`config.mk`:
```
export PLATFORM = sky130hd
export DESIGN_NAME = stage_memory
export DESIGN_NICKNAME = d
export VERILOG_FILES = /design/src/rtl/core_pkg.sv /design/src/rtl/mem_load_align.sv /design/src/rtl/stage_memory.sv
export SDC_FILE = /design/constraint.sdc
export NUM_CORES = 1
export LEC_CHECK = 0
export BUFFER_PORTS_ARGS = -buffer_cell sky130_fd_sc_hd__buf_2
export CAP_MARGIN = 20
export CORE_AREA = 10 10 134 136
export CTS_CLUSTER_DIAMETER = 120
export DETAILED_ROUTE_END_ITERATION = 10
export DIE_AREA = 0 0 144 146
export GPL_ROUTABILITY_DRIVEN = 0
export PLACE_DENSITY = 0.74
export RECOVER_POWER = 50
export SLEW_MARGIN = 20
export SYNTH_ARGS = -nofsm -noshare
export SYNTH_HDL_FRONTEND = slang
export SYNTH_SLANG_ARGS = --single-unit
export TNS_END_PERCENT = 10
```
`constraint.sdc`:
```
create_clock -name clk -period 2.1 [get_ports clk]
set_input_delay 0 -clock clk [delete_from_list [all_inputs] [get_ports clk]]
set_output_delay 0 -clock clk [all_outputs]
set_load 0.01 [all_outputs]
```
`src/rtl/core_pkg.sv`:
```
// Shared definitions for the memory stage: access-size encodings, FSM states
// and the legality rule for loads/stores.
package core_pkg;

    localparam int XLEN = 32;

    localparam logic [2:0] F3_LB  = 3'b000;
    localparam logic [2:0] F3_LH  = 3'b001;
    localparam logic [2:0] F3_LW  = 3'b010;
    localparam logic [2:0] F3_LBU = 3'b100;
    localparam logic [2:0] F3_LHU = 3'b101;
    localparam logic [2:0] F3_SB  = 3'b000;
    localparam logic [2:0] F3_SH  = 3'b001;
    localparam logic [2:0] F3_SW  = 3'b010;

    typedef enum logic [1:0] {
        IDLE = 2'd0,
        REQ  = 2'd1,
        WAIT = 2'd2
    } mem_state_t;

    // An instruction flagged as both load and store is never legal.
    function automatic logic access_legal(input logic       is_load,
                                          input logic       is_store,
                                          input logic [2:0] f3,
                                          input logic [1:0] a);
        logic ok;
        ok = 1'b0;
        if (is_load && is_store) begin
            ok = 1'b0;
        end else if (is_load) begin
            case (f3)
                F3_LB, F3_LBU: ok = 1'b1;
                F3_LH, F3_LHU: ok = ~a[0];
                F3_LW:         ok = (a == 2'b00);
                default:       ok = 1'b0;
            endcase
        end else begin
            case (f3)
                F3_SB:   ok = 1'b1;
                F3_SH:   ok = ~a[0];
                F3_SW:   ok = (a == 2'b00);
                default: ok = 1'b0;
            endcase
        end
        return ok;
    endfunction

endpackage

```
`src/rtl/mem_load_align.sv`:
```
// Picks the addressed byte/half out of a read word and sign- or zero-extends it.
module mem_load_align (
    input  logic [31:0] rdata,
    input  logic [1:0]  addr,
    input  logic [2:0]  funct3,
    output logic [31:0] data
);
    import core_pkg::*;

    logic [31:0] shifted;

    always_comb begin
        shifted = rdata >> {addr, 3'b000};
        case (funct3)
            F3_LB:   data = {{24{shifted[7]}}, shifted[7:0]};
            F3_LH:   data = {{16{shifted[15]}}, shifted[15:0]};
            F3_LBU:  data = {24'd0, shifted[7:0]};
            F3_LHU:  data = {16'd0, shifted[15:0]};
            default: data = rdata;
        endcase
    end

endmodule

```
`src/rtl/stage_memory.sv`:
```
// Memory pipeline stage: ALU passthrough, RV32I loads/stores over a
// valid/ready data port, registered results to writeback.
module stage_memory #(
    parameter int XLEN      = 32,
    parameter int RF_ADDR_W = 5
) (
    input  logic                 clk,
    input  logic                 rst_n,
    input  logic                 execute_valid,
    input  logic [RF_ADDR_W-1:0] execute_rd,
    input  logic [XLEN-1:0]      execute_alu_result,
    input  logic [XLEN-1:0]      execute_store_data,
    input  logic                 execute_wr_enable,
    input  logic                 execute_mem_to_reg,
    input  logic                 execute_mem_write,
    input  logic [2:0]           execute_funct3,
    output logic                 mem_stall,
    output logic                 dmem_req_valid,
    input  logic                 dmem_req_ready,
    output logic [XLEN-1:0]      dmem_req_addr,
    output logic                 dmem_req_we,
    output logic [XLEN-1:0]      dmem_req_wdata,
    output logic [3:0]           dmem_req_be,
    input  logic                 dmem_rsp_valid,
    input  logic [XLEN-1:0]      dmem_rsp_rdata,
    output logic                 memory_valid,
    output logic [RF_ADDR_W-1:0] memory_rd,
    output logic                 memory_wr_enable,
    output logic [XLEN-1:0]      memory_result,
    output logic                 memory_fault
);
    import core_pkg::*;

    mem_state_t           state_q, state_d;
    logic [XLEN-1:0]      addr_q, addr_d;
    logic [XLEN-1:0]      sdata_q, sdata_d;
    logic [2:0]           f3_q, f3_d;
    logic [RF_ADDR_W-1:0] rd_q, rd_d;
    logic                 wr_q, wr_d;
    logic                 store_q, store_d;

    logic                 valid_q, valid_d;
    logic                 fault_q, fault_d;
    logic [RF_ADDR_W-1:0] out_rd_q, out_rd_d;
    logic                 out_wr_q, out_wr_d;
    logic [XLEN-1:0]      result_q, result_d;

    logic [XLEN-1:0]      load_data;
    logic                 in_req;

    mem_load_align u_align (
        .rdata  (dmem_rsp_rdata),
        .addr   (addr_q[1:0]),
        .funct3 (f3_q),
        .data   (load_data)
    );

    always_comb begin
        state_d  = state_q;
        addr_d   = addr_q;
        sdata_d  = sdata_q;
        f3_d     = f3_q;
        rd_d     = rd_q;
        wr_d     = wr_q;
        store_d  = store_q;
        valid_d  = 1'b0;
        fault_d  = 1'b0;
        out_rd_d = out_rd_q;
        out_wr_d = out_wr_q;
        result_d = result_q;
        case (state_q)
            IDLE: begin
                if (execute_valid) begin
                    out_rd_d = execute_rd;
                    result_d = execute_alu_result;
                    if (!execute_mem_to_reg && !execute_mem_write) begin
                        valid_d  = 1'b1;
                        out_wr_d = execute_wr_enable;
                    end else if (access_legal(execute_mem_to_reg, execute_mem_write,
                                              execute_funct3, execute_alu_result[1:0])) begin
                        addr_d  = execute_alu_result;
                        sdata_d = execute_store_data;
                        f3_d    = execute_funct3;
                        rd_d    = execute_rd;
                        wr_d    = execute_wr_enable;
                        store_d = execute_mem_write;
                        state_d = REQ;
                    end else begin
                        valid_d  = 1'b1;
                        fault_d  = 1'b1;
                        out_wr_d = 1'b0;
                    end
                end
            end
            REQ: begin
                if (dmem_req_ready) begin
                    if (store_q) begin
                        valid_d  = 1'b1;
                        out_wr_d = 1'b0;
                        out_rd_d = rd_q;
                        result_d = addr_q;
                        state_d  = IDLE;
                    end else begin
                        state_d = WAIT;
                    end
                end
            end
            WAIT: begin
                if (dmem_rsp_valid) begin
                    valid_d  = 1'b1;
                    out_wr_d = wr_q;
                    out_rd_d = rd_q;
                    result_d = load_data;
                    state_d  = IDLE;
                end
            end
            default: state_d = IDLE;
        endcase
    end

    always_ff @(posedge clk or negedge rst_n) begin
        if (!rst_n) begin
            state_q  <= IDLE;
            addr_q   <= '0;
            sdata_q  <= '0;
            f3_q     <= '0;
            rd_q     <= '0;
            wr_q     <= 1'b0;
            store_q  <= 1'b0;
            valid_q  <= 1'b0;
            fault_q  <= 1'b0;
            out_rd_q <= '0;
            out_wr_q <= 1'b0;
            result_q <= '0;
        end else begin
            state_q  <= state_d;
            addr_q   <= addr_d;
            sdata_q  <= sdata_d;
            f3_q     <= f3_d;
            rd_q     <= rd_d;
            wr_q     <= wr_d;
            store_q  <= store_d;
            valid_q  <= valid_d;
            fault_q  <= fault_d;
            out_rd_q <= out_rd_d;
            out_wr_q <= out_wr_d;
            result_q <= result_d;
        end
    end

    // Request fields come only from latched state, so they hold under back-pressure.
    always_comb begin
        in_req         = (state_q == REQ);
        dmem_req_be    = 4'b0000;
        dmem_req_wdata = '0;
        if (in_req) begin
            if (store_q) begin
                case (f3_q)
                    F3_SB: begin
                        dmem_req_be    = 4'b0001 << addr_q[1:0];
                        dmem_req_wdata = {4{sdata_q[7:0]}};
                    end
                    F3_SH: begin
                        dmem_req_be    = 4'b0011 << {addr_q[1], 1'b0};
                        dmem_req_wdata = {2{sdata_q[15:0]}};
                    end
                    default: begin
                        dmem_req_be    = 4'b1111;
                        dmem_req_wdata = sdata_q;
                    end
                endcase
            end else begin
                dmem_req_be = 4'b1111;
            end
        end
    end

    assign mem_stall        = (state_q != IDLE);
    assign dmem_req_valid   = in_req;
    assign dmem_req_we      = in_req & store_q;
    assign dmem_req_addr    = {addr_q[XLEN-1:2], 2'b00};
    assign memory_valid     = valid_q;
    assign memory_fault     = fault_q;
    assign memory_rd        = out_rd_q;
    assign memory_wr_enable = out_wr_q;
    assign memory_result    = result_q;

endmodule
```
Word level (Yosys, flattened, before mapping)
Cells that the tools add are included.
Storage, ports and cells
  register bits: 116
  input port bits: 112
  output and inout bits: 111
  word-level logic and storage cells: 98
Operators by class
  equal/unequal tests: 16
  shift operators: 3
  muxes and demuxes: 48
  bitwise operators: 3
  reductions and logical operators: 16
Operators by type and width (count)
  32-bit two-way mux: 6
  32-bit case mux with 4 select lines: 1
  32-bit case mux with 3 select lines: 1
  32-bit case mux with 2 select lines: 1
  32-bit by 5-bit right shift with 16-bit output: 1
  1-bit two-way mux: 20
  5-bit two-way mux: 4
  5-bit case mux with 3 select lines: 1
  3-bit equality test, second input constant: 4
  2-bit two-way mux: 6
  2-bit != test, second input constant: 6
  1-bit case mux with 3 select lines: 4
  5-bit AND reduction: 2
  4-bit two-way mux: 2
  4-bit case mux with 2 select lines: 1
  3-bit by 1-bit equality test with 1-bit output, second input constant: 2
  3-bit zero test: 2
  2-bit case mux with 3 select lines: 1
  6-bit AND reduction: 1
  2-bit zero test: 2
  4-bit AND reduction: 1
  2-bit OR reduction: 2
  1-bit by 2-bit << shifter with 4-bit output, first input constant: 1
  2-bit by 2-bit << shifter with 4-bit output, first input constant: 1
  other kinds (10): 13

Logic depth before layout (Yosys ltp)
Gate-level depths: netlist (run 1).
  depth in word-level cells: 12
  mapped depth: 10
  depth with buffers taken out: 7

Hierarchy
Synthesis (run 1) repeated with hierarchy kept, for this count alone.
Second synthesis, totals
  cells, all modules: 647
  area, all modules: 6998.0 um^2
By module, submodules not included
  stage_memory: instances 1, cells each 541, area an instance 6306.0 um^2, sequential area each 2902.8 um^2
  mem_load_align: instances 1, cells each 106, area an instance 691.9 um^2, sequential area each 0.0 um^2

Least setup slack after synthesis (run 1)
Ideal clock, no wire load.
  path kind: reg-to-reg
  start point: reg state_q[1]
  end point: reg result_q[21] (netlist: memory_result[21])
  setup time: 126 ps
  arrival time: 1819 ps
  required time: 1974 ps
  path slack: 155 ps
  cell stages (with the launch flop): 11
  buffers on the path: 3
  period minus slack after synthesis: 1945 ps
  path through: dfrtp_1 -> inv_1 -> ha_1 -> buf_6 -> inv_4 -> o221ai_4 -> or3_1 -> buf_2 -> buf_6 -> nor3_2 -> a211oi_2
On the way
  cells in the longest elaborated chain, start to end: 3
  elaborated cells on any way between the ends: 10
  those cells by class: eq/ne: 6; mux: 1; reduce/logical: 3
Ends and longest elaborated chain
  start, declared: line stage_memory.sv:34  | mem_state_t state_q, state_d;
  start signal, assigned: line stage_memory.sv:136  | state_q <= state_d;
  2-bit by 1-bit equality test with 1-bit output (*)
  via dmem_req_valid: line stage_memory.sv:18  | output logic dmem_req_valid,
  2-bit != test (no source line) / 3-bit nonzero test (equally long branches)
  5-bit AND reduction (no source line)
  end signal, assigned: line stage_memory.sv:147  | result_q <= result_d;
  end, declared: line stage_memory.sv:46  | logic [XLEN-1:0] result_q, result_d;
Mark *: on every way through the listed nets, which the timed path passes. The rest lies on a longest branch.
A chain may end at the register's enable or synchronous reset.

Final worst setup path (run 1)
  start point: reg state_q[0]
  end point: reg result_q[28] (netlist: memory_result[28])
On the way
  cells in the longest elaborated chain, start to end: 3
  elaborated cells on any way between the ends: 10
  those cells by class: eq/ne: 6; mux: 1; reduce/logical: 3
Ends and longest elaborated chain
  2-bit by 1-bit equality test with 1-bit output, or another cell as far along: line stage_memory.sv:71  | case (state_q)
  2-bit != test (no source line) / 3-bit nonzero test (equally long branches)
  5-bit AND reduction (no source line)
Several ways; a longest one is shown, not always the timed one.

==> flow_summary_export.csv, run 1 <==
group,metric,value,unit
status,status,"complete, no violations",
yosys,yosysWarningCount,0,
global_routing,grt_pass1_vias,6550,
clock_tree,numCtsBuffers,17,
yosys,synth_cells,667,
worst_setup_path,setup.worst_path.start_class,"flip-flop",
floorplan,io_pins,223,
floorplan,start_util,43.8,%
sta,rsz0062_at_grt,"yes",
routing,drt_wl_total,22.9,mm
min_path,hold_class,"in2reg",
sta,hold_viol,0,
sta,worst_pin_slew,0.951,ns
routing,vias,6137,
worst_setup_path,cp_max_fo,17,
worst_setup_path,worstSetupPathType,"reg2reg",
worst_setup_path,cp.buffers_inverters,2,
worst_setup_path,end_kind,"flip-flop",
routing,drc,0,
floorplan,rows,46,
worst_setup_path,cp_cell_sequence,"inv_1 -> ha_1 -> nand2b_1 -> o221ai_4 -> or3_2 -> buf_4 -> nor3_2 -> a211oi_2",
floorplan,core_area,15500,um^2
yosys,ys_types,48,
pwr,total_power,13.8,mW
floorplan,dieArea,21000,um^2
yosys,synth-edff-count,0,
yosys,synth_commonest_cells,"dfrtp_1, mux2_2, nand2_1",
worst_setup_path,critPathSlowestCell,"or3_2",
clock_tree,clockBufferDepth,2,
yosys,async_flop_share,100,%
yosys,netlist_area,6790,um^2
job,drv_cap,0,
floorplan,die_w,144,um
pwr,power_density,1500,nW/um^2
clock_tree,post_cts_buffers,0,
yosys,synth_mux_area_share,18.3,%
layout,area_delta_synth_final,35.9,%
clock_tree,cts_tree,"built",
layout,multi_input_area,3320,um^2
routing,ant_nets,0,
layout,fillers,1290,
worst_setup_path,cpPeakStageDelay,0.51,ns
clock_tree,h-tree-depth,4,
sta,setup_tns,0,ns
sta,drv_slew,0,
yosys,netlist_top_cells_area,"dfrtp_1, mux2_2, mux2i_1",
sta,setup_viol,0,
yosys,yosys.cell_count.top_type,"dfrtp_1",
yosys,synth_compound_area_share,14.9,%
yosys,ys.flop_type,"dfrtp_1",
pwr,ir_worst_vdd,838,uV
clock_tree,cts-root-buf,"clkbuf_16",
global_routing,grt-ovfl-total,0,
layout,fin_nets,1042,
clock_tree,clk_latency,0.41,ns
routing,drtIter0Drc,368,
yosys,synth_top_area_cell,"dfrtp_1",
global_routing,antenna_found_initial,1,
yosys,synth-xor-area-share,0,%
worst_setup_path,cp.arrival,2.29,ns
global_routing,grt_pass1_wl,36.1,mm
sta,finalClockSkew,0.00561,ns
yosys,yosys.area_share.simple,14.3,%
placed_design,port_buffers,220,
routing,vias_per_cell,5.42,
routing,first_pass_iters,5,
yosys,synth-seq-cells,116,
pwr,p_leak,4.25,nW
clock_tree,cts_sinks,116,
layout,register_area,2900,um^2
sta,max_freq,0.496,GHz
yosys,synth-seq-area-share,42.8,%
yosys,synth_top_family_by_area,"multiplexers",
sta,fin_ws,0.0847,ns
sta,slew_headroom,36.6,%
layout,final_layout_size_suffix_gt1_share,37.8,%
floorplan,die_h,146,um
clock_tree,clk_pin_slew,0.06,ns
yosys,synth_area_per_cell,10.2,um^2
placed_design,hpwl,16.1,mm
global_routing,grt_max_degree,55,
sta,fin_crit_sh,96.0,%
yosys,synth_top_area_share,42.8,%
routing,avgRoutedWirePerCell,20.3,um
global_routing,grtUsageTotal,21.6,%
worst_setup_path,cp.required,2.38,ns
sta,period_minus_slack,2.02,ns
worst_setup_path,critPathTopFamily,"simple AND/OR/NAND/NOR gates",
yosys,synthAdderAreaFrac,0.737,%
placed_design,place_ws,0.0724,ns
[path summary, 6_finish.rpt]
path / from / endpoint / slack (ns) / depth (start not counted)
min: dmem_rsp_rdata[9] / memory_result[9]$_DFFE_PN0P_ / 0.07 / 4
max: state_q[0]$_DFFE_PN0P_ / memory_result[28]$_DFFE_PN0P_ / 0.08 / 8
min in group asynchronous: rst_n / addr_q[14]$_DFFE_PN0P_ / 0.29 / 2
min reg2reg: memory_result[1]$_DFFE_PN0P_ / memory_result[1]$_DFFE_PN0P_ / 0.48 / 2
max reg2reg: state_q[0]$_DFFE_PN0P_ / memory_result[28]$_DFFE_PN0P_ / 0.08 / 8
max in group asynchronous: rst_n / rd_q[0]$_DFFE_PN0P_ / 0.47 / 3
[stage by stage]
stage          std cells  utilization, %  cell area [um^2]  hold slack (ns)
2_1_floorplan        668               -              6790           -0.296
6_report            1132            59.6              9220           0.0723
5_1_grt             1131            59.6              9220           0.0906
4_1_cts             1131            59.9              9270           0.0538
3_5_place_dp        1020            50.5              7830          0.00173
3_3_place_gp        1020            50.5              7830         -0.00603
[cells in the final DEF, fill, tap and decap left out, drive strengths merged, types with 4 or more instances in the layout]
master	instances
buf	196
a21oi	21
nand2b	10
nor2	32
a31oi	4
nor3	18
a41oi	7
a211oi	24
o21ai	44
clkinv	5
and3	32
or2	9
inv	11
a2bb2oi	6
mux2i	35
nand3	9
mux2	79
ha	4
clkbuf	70
dfrtp	116
o221ai	9
nand2	75
a22oi	20
dlygate4sd3	78
[tightest hold or removal path, cell delays in order]
cell      delay, ns
buf_2          0.11
nand2b_1       0.15
nand2_1        0.07
a41oi_1        0.11
[where the power goes]
| part | total (mW) | internal (mW) | switching [mW] |
|---|---|---|---|
| Combinational | 6.50 | 2.88 | 3.61 |
| Clock | 3.01 | 1.91 | 1.10 |
| Sequential | 4.28 | 3.38 | 0.899 |
| Total | 13.8 | 8.18 | 5.61 |
[cell type report]
cell class,count,area share [%]
Antenna cell,1,0.0271
Clock buffer,18,4.76
Clock inverter,14,1.90
Inverter,8,0.353
Multi-Input combinational cell,456,36.0
Sequential cell,116,31.5
Tap cell,192,2.60
Timing Repair Buffer,327,22.8
[state kept, by name, indices dropped and copies added, names as in the netlist]
name	flops
addr_q	32
f3_q	3
memory_fault	1
memory_rd	5
memory_result	32
memory_valid	1
memory_wr_enable	1
rd_q	5
sdata_q	32
state_q	2
store_q	1
wr_q	1
[routing by layer]
metal  wire (um)  GRT usage, %
met5           0             0
met1        9340          25.6
met4         426          6.74
met3        2060          8.03
met2       11100          35.2
[repair_timing]
item,4_1_cts,5_1_grt
hold endpoints to repair,173,0
hold buffers,78,0
setup endpoints to repair,24,47
cloned,1,0
pin swaps,0,0
gates resized for setup,3,10
[kinds of logic after synthesis]
family | after synthesis
other | 1
multiplexers | 114
AND/OR/NAND/NOR | 193
buffers and inverters | 96
adder cells (fa/ha/maj) | 4
AO/OA/AOI/OAI | 143
flip-flops | 116
Note: power is estimated with default switching activity, not from simulation.
==> run 2, diff against run 1 <==
Settings changed: CORE_AREA 10 10 134 136 to 10 10 136 138, DIE_AREA 0 0 144 146 to 0 0 146 148, PLACE_DENSITY 0.74 to 0.73, SYNTH_HIERARCHICAL from default to 1.
==> flow_summary_export.csv, run 2 <==
group,metric,value,unit
layout,fin_nets,1037,
layout,fillers,1269,
min_path,worstHoldStart,"dmem_rsp_rdata[5]",
global_routing,grtUsageTotal,20.6,%
worst_setup_path,setup.worst_path.start_class,"flip-flop",
status,violations,"capacitance limit, slew limit, setup timing",
yosys,synth-seq-area-share,41.5,%
job,drv_cap,1,
floorplan,dieArea,21600,um^2
sta,max_freq,0.459,GHz
global_routing,grt_pass1_wl,35.7,mm
yosys,ys_types,52,
pwr,total_power,15.7,mW
sta,period_minus_slack,2.18,ns
layout,final_cell_mix,"buf_2, dfrtp_1, dlygate4sd3_1",
routing,avgRoutedWirePerCell,20.1,um
clock_tree,cts_tree,"built",
sta,setup_viol,47,
clock_tree,cts_sinks,116,
clock_tree,clk_latency,0.41,ns
global_routing,antenna_found_initial,3,
placed_design,hpwl,16.0,mm
clock_tree,clk_pin_slew,0.06,ns
floorplan,start_util,44.5,%
clock_tree,h-tree-depth,4,
global_routing,grt-ovfl-total,0,
routing,drt_wl_total,23.2,mm
pwr,power_density,1630,nW/um^2
sta,rsz0062_at_grt,"yes",
floorplan,io_pins,223,
yosys,netlist_top_cells_area,"dfrtp_1, mux2_4, mux2_2",
routing,first_pass_iters,5,
yosys,synth-edff-count,0,
yosys,yosys.cell_count.top_type,"dfrtp_1",
worst_setup_path,cp-startpoint,"addr_q[0]$_DFFE_PN0P_",
worst_setup_path,worstSetupPathType,"reg2reg",
sta,finalClockSkew,0.00885,ns
routing,vias_per_cell,5.32,
clock_tree,clockBufferDepth,2,
yosys,synth-seq-cells,116,
yosys,async_flop_share,100,%
placed_design,place_area,8140,um^2
yosys,synth_top_area_cell,"dfrtp_1",
yosys,synth_commonest_cells,"dfrtp_1, mux2_4, nand2_1",
clock_tree,cts-root-buf,"clkbuf_16",
sta,slew_headroom,-7.21,%
routing,drtIter0Drc,417,
yosys,yosysWarningCount,6,
pwr,ir_worst_vdd,1460,uV
floorplan,rows,46,
sta,fin_crit_sh,104,%
global_routing,grt_max_degree,63,
clock_tree,numCtsBuffers,17,
yosys,synth_cells,647,
placed_design,place_ws,-0.0165,ns
worst_setup_path,cp.required,2.40,ns
pwr,p_leak,4.73,nW
placed_design,port_buffers,220,
worst_setup_path,cp_max_fo,8,
yosys,synth_top_area_share,41.5,%
sta,fin_ws,-0.0786,ns
routing,ant_nets,0,
min_path,hold_class,"in2reg",
sta,drv_slew,29,
layout,area_delta_synth_final,37.4,%
layout,final_common_cell,"buf_2",
layout,final_layout_size_suffix_gt1_share,44.0,%
floorplan,core_area,15700,um^2
worst_setup_path,r2r_start,"addr_q[0]$_DFFE_PN0P_",
global_routing,grt_pass1_vias,6362,
routing,drc,0,
sta,hold_slack,0.172,ns
yosys,netlist_area,7000,um^2
floorplan,die_h,148,um
layout,utilization,61.2,%
routing,vias,6142,
sta,hold_viol,0,
sta,worst_pin_slew,1.61,ns
worst_setup_path,end_kind,"flip-flop",
status,status,"finished, violations left",
yosys,synth_area_per_cell,10.8,um^2
floorplan,die_w,146,um
yosys,ys.flop_type,"dfrtp_1",
layout,final_cell_area,9610,um^2
worst_setup_path,cp.arrival,2.48,ns
[run 2: cell types whose count changed in the layout (fill, tap and decap cells not counted), sizes merged, moves of 15 or more]
cell and change:
buf +46, nand2 -15, mux2i -18, clkbuf -34
a211oi -16, nor3 -16, a21oi +35, and3 -24
mux2 +34, a22oi +18
[run 2: path summary, 6_finish.rpt]
path | endpoint | slack [ns] | depth (start not counted)
max | memory_result[25]$_DFFE_PN0P_ | -0.08 | 7
min | memory_result[5]$_DFFE_PN0P_ | 0.17 | 6
max reg2reg | memory_result[25]$_DFFE_PN0P_ | -0.08 | 7
min reg2reg | memory_result[9]$_DFFE_PN0P_ | 0.50 | 1
max in group asynchronous | sdata_q[9]$_DFFE_PN0P_ | 0.27 | 3
min in group asynchronous | sdata_q[16]$_DFFE_PN0P_ | 0.52 | 2
[run 2: kinds of logic after synthesis]
| group | Yosys count | synth area share (%) |
|---|---|---|
| AOI/OAI and AO/OA | 173 | 16.2 |
| other | 1 | 0.0536 |
| buffers and inverters | 89 | 8.49 |
| and+or+nand+nor | 131 | 8.08 |
| muxes | 131 | 24.7 |
| adders and majority gates | 5 | 0.858 |
| DFF | 116 | 41.5 |
| xor gates and xnor gates | 1 | 0.125 |
[run 2: report_power, final]
group | internal (mW) | switching (mW)
clock network | 1.90 | 1.05
registers | 3.41 | 0.899
logic | 4.17 | 4.28
total | 9.48 | 6.23
[run 2: metrics by stage]
| step | instances | TNS, ns |
|---|---|---|
| floorplan | 648 | -0.173 |
| global placement | 1037 | 0 |
| detailed placement | 1037 | -0.0270 |
| CTS | 1148 | -0.127 |
| global route | 1153 | -8.06 |
| finish | 1154 | -1.10 |
[run 2: worst max-delay path: stages, from the launching register on]
cell and delay (ns):
dfrtp_2 0.36, mux4_2 0.57, o211ai_4 0.29, clkbuf_16 0.20
o21ai_0 0.08, a22oi_1 0.18, a21oi_1 0.09, mux2_2 0.27
[run 2: cell type report]
cell class              count  area [um^2]  area share, %
well taps                 216          270           2.81
multi-input cells         443         3570           37.1
repair buffers            333         2230           23.2
flip-flops and latches    116         2910           30.2
clock buffers              24          502           5.22
clock inverters             8         97.6           1.02
inverters                  10         37.5          0.390
diodes                      4         10.0          0.104
[run 2: repair_timing]
action                     in CTS  in global routing
buffers inserted                0                  1
pin swaps                       4                 29
gates resized for setup         2                 22
cloned                          0                  1
hold endpoints to repair      192                  0
hold buffers                   79                  0
setup endpoints to repair       7                 96
[run 2: layer usage]
metal | wire length, um | track usage (%) | share of wire [%] | vias up
met4 | 972 | 11.6 | 4.2 | 0
met2 | 11500 | 33.5 | 50 | 244
met3 | 1310 | 4.64 | 5.6 | 67
met5 | 0 | 0 | 0 | -
met1 | 9340 | 24.9 | 40 | 2970
li1 | - | - | - | 2861
==> run 3, diff against run 2 <==
Settings changed: CORE_AREA 10 10 136 138 to 10 10 130 144, DIE_AREA 0 0 146 148 to 0 0 140 154, PLACE_DENSITY 0.73 to default, PLACE_DENSITY_LB_ADDON from default to 0.1.
==> flow_summary_export.csv, run 3 (synthesis results as in run 2) <==
group,metric,value,unit
clock_tree,cts_tree,"built",
layout,final_cell_mix,"buf_2, dfrtp_1, dlygate4sd3_1",
layout,register_area,2910,um^2
worst_setup_path,critPathSlowestCell,"mux4_2",
clock_tree,cts_sinks,116,
placed_design,port_buffers,220,
placed_design,hpwl,16.5,mm
sta,setup_tns,-0.0229,ns
global_routing,grt-ovfl-total,0,
sta,max_freq,0.473,GHz
floorplan,rows,48,
placed_design,place_area,8160,um^2
worst_setup_path,r2r_start,"addr_q[0]$_DFFE_PN0P_",
pwr,ir_worst_vdd,763,uV
layout,final_cell_area,9570,um^2
pwr,p_leak,4.62,nW
global_routing,grtUsageTotal,20.8,%
clock_tree,clockBufferDepth,2,
clock_tree,cts-root-buf,"clkbuf_16",
floorplan,dieArea,21600,um^2
routing,first_pass_iters,5,
sta,drv_slew,0,
routing,avgRoutedWirePerCell,20.1,um
sta,slew_headroom,13.0,%
sta,setup_viol,3,
worst_setup_path,r2r-end,"memory_result[31]$_DFFE_PN0P_",
global_routing,grt_max_degree,51,
routing,vias,6142,
job,drv_cap,0,
min_path,whs_path_depth,4,
status,violations,"setup timing",
clock_tree,numCtsBuffers,17,
worst_setup_path,cp.buffers_inverters,1,
min_path,hold_class,"in2reg",
layout,multi_input_area,3610,um^2
layout,area_delta_synth_final,36.8,%
routing,ant_nets,0,
routing,vias_per_cell,5.40,
worst_setup_path,reg2reg_slack,-0.02,ns
clock_tree,h-tree-depth,4,
sta,rsz0062_at_grt,"yes",
worst_setup_path,cp.required,2.39,ns
clock_tree,clk_latency,0.42,ns
floorplan,io_pins,223,
worst_setup_path,cp_max_fo,5,
worst_setup_path,cp.arrival,2.41,ns
layout,final_cells,1138,
sta,period_minus_slack,2.12,ns
min_path,worstHoldStart,"execute_alu_result[0]",
floorplan,core_area,15600,um^2
floorplan,start_util,44.8,%
layout,final_common_cell,"buf_2",
sta,fin_ws,-0.0159,ns
sta,finalClockSkew,0.00620,ns
min_path,holdPathEnd,"memory_result[0]$_DFFE_PN0P_",
worst_setup_path,setup.worst_path.start_class,"flip-flop",
pwr,total_power,15.7,mW
worst_setup_path,r2r_cells,7,
sta,fin_crit_sh,101,%
layout,final_layout_size_suffix_gt1_share,40.3,%
floorplan,die_w,140,um
clock_tree,clk_pin_slew,0.05,ns
worst_setup_path,worstSetupPathType,"reg2reg",
layout,fillers,1379,
pwr,power_density,1640,nW/um^2
routing,drc,0,
sta,hold_viol,0,
sta,worst_pin_slew,1.31,ns
global_routing,grt_pass1_vias,6700,
worst_setup_path,end_kind,"flip-flop",
worst_setup_path,critPathTopFamily,"multiplexers",
routing,drt_wl_total,22.9,mm
layout,fin_nets,1043,
status,status,"finished, violations left",
placed_design,dp.cells,1026,
global_routing,grt_pass1_wl,36.2,mm
worst_setup_path,cpPeakStageDelay,0.56,ns
global_routing,antenna_found_initial,0,
worst_setup_path,cp_cell_sequence,"mux4_2 -> o211ai_4 -> buf_6 -> o21ai_4 -> a22oi_2 -> a21oi_2 -> mux2_4",
routing,drtIter0Drc,342,
floorplan,die_h,154,um
==> run 3: cell count changes in the layout (fill, tap and decap cells not counted), sizes merged <==
cell      before  now
buf          242  203
diode          4    1
clkinvlp       3    0
clkbuf        36   81
==> run 3: worst max path at each step <==
stage | from | to | cells past startpoint
2_1_floorplan | state_q[1]$_DFFE_PN0P_ | memory_result[11]$_DFFE_PN0P_ | 8
3_3_place_gp | addr_q[0]$_DFFE_PN0P_ | memory_result[31]$_DFFE_PN0P_ | 7
3_5_place_dp | addr_q[0]$_DFFE_PN0P_ | memory_result[31]$_DFFE_PN0P_ | 7
4_1_cts | addr_q[0]$_DFFE_PN0P_ | memory_result[30]$_DFFE_PN0P_ | 8
5_1_grt | addr_q[0]$_DFFE_PN0P_ | memory_result[27]$_DFFE_PN0P_ | 7
6_report | addr_q[0]$_DFFE_PN0P_ | memory_result[31]$_DFFE_PN0P_ | 7
==> run 3: layer usage <==
| metal | part of all wire [%] | up-vias | routed length (um) | GRT usage, % |
|---|---|---|---|---|
| met5 | 0 | - | 0 | 0 |
| met4 | 1.8 | 0 | 408 | 6.84 |
| met3 | 6.9 | 30 | 1590 | 6.13 |
| met2 | 50 | 249 | 11400 | 34.9 |
| met1 | 42 | 2998 | 9550 | 24.8 |
| li1 | - | 2865 | - | - |
==> run 3: final cells by class <==
type / count / share of cell area, %
Sequential cell: 116 / 30.3
Clock inverter: 5 / 0.784
Timing Repair Buffer: 339 / 23.0
Clock buffer: 24 / 5.14
Antenna cell: 1 / 0.0261
Inverter: 10 / 0.392
Multi-Input combinational cell: 443 / 37.7
Tap cell: 200 / 2.61
==> run 3: tightest hold or removal path, stage by stage <==
cell,delay [ns]
buf_2,0.11
nor2_1,0.04
a21oi_1,0.10
mux2_2,0.15
==> run 3: power breakdown <==
part,switching (mW),leakage (nW),internal [mW],total (mW)
clock,0.996,0.282,1.85,2.84
combinational,4.34,2.95,4.14,8.48
sequential,0.929,1.39,3.41,4.34
total,6.26,4.62,9.40,15.7
==> run 3: repair_timing <==
item / 4_1_cts / 5_1_grt
endpoints found under the hold margin: 219 / 0
setup endpoints to repair: 2 / 88
gates cloned: 0 / 1
resized for setup: 1 / 38
pin swaps: 1 / 36
setup buffers: 0 / 2
hold buffers: 79 / 0
==> run 3: through the flow <==
step                utilization [%]  hold slack, ns  worst slack (ns)
floorplan                         -          -0.296           -0.0173
global placement               52.3          -0.125            0.0263
detailed placement             52.3          -0.119           0.00192
CTS                            61.0         0.00615           0.00404
global route                   61.3          0.0422           -0.0843
finish                         61.3          0.0135           -0.0159
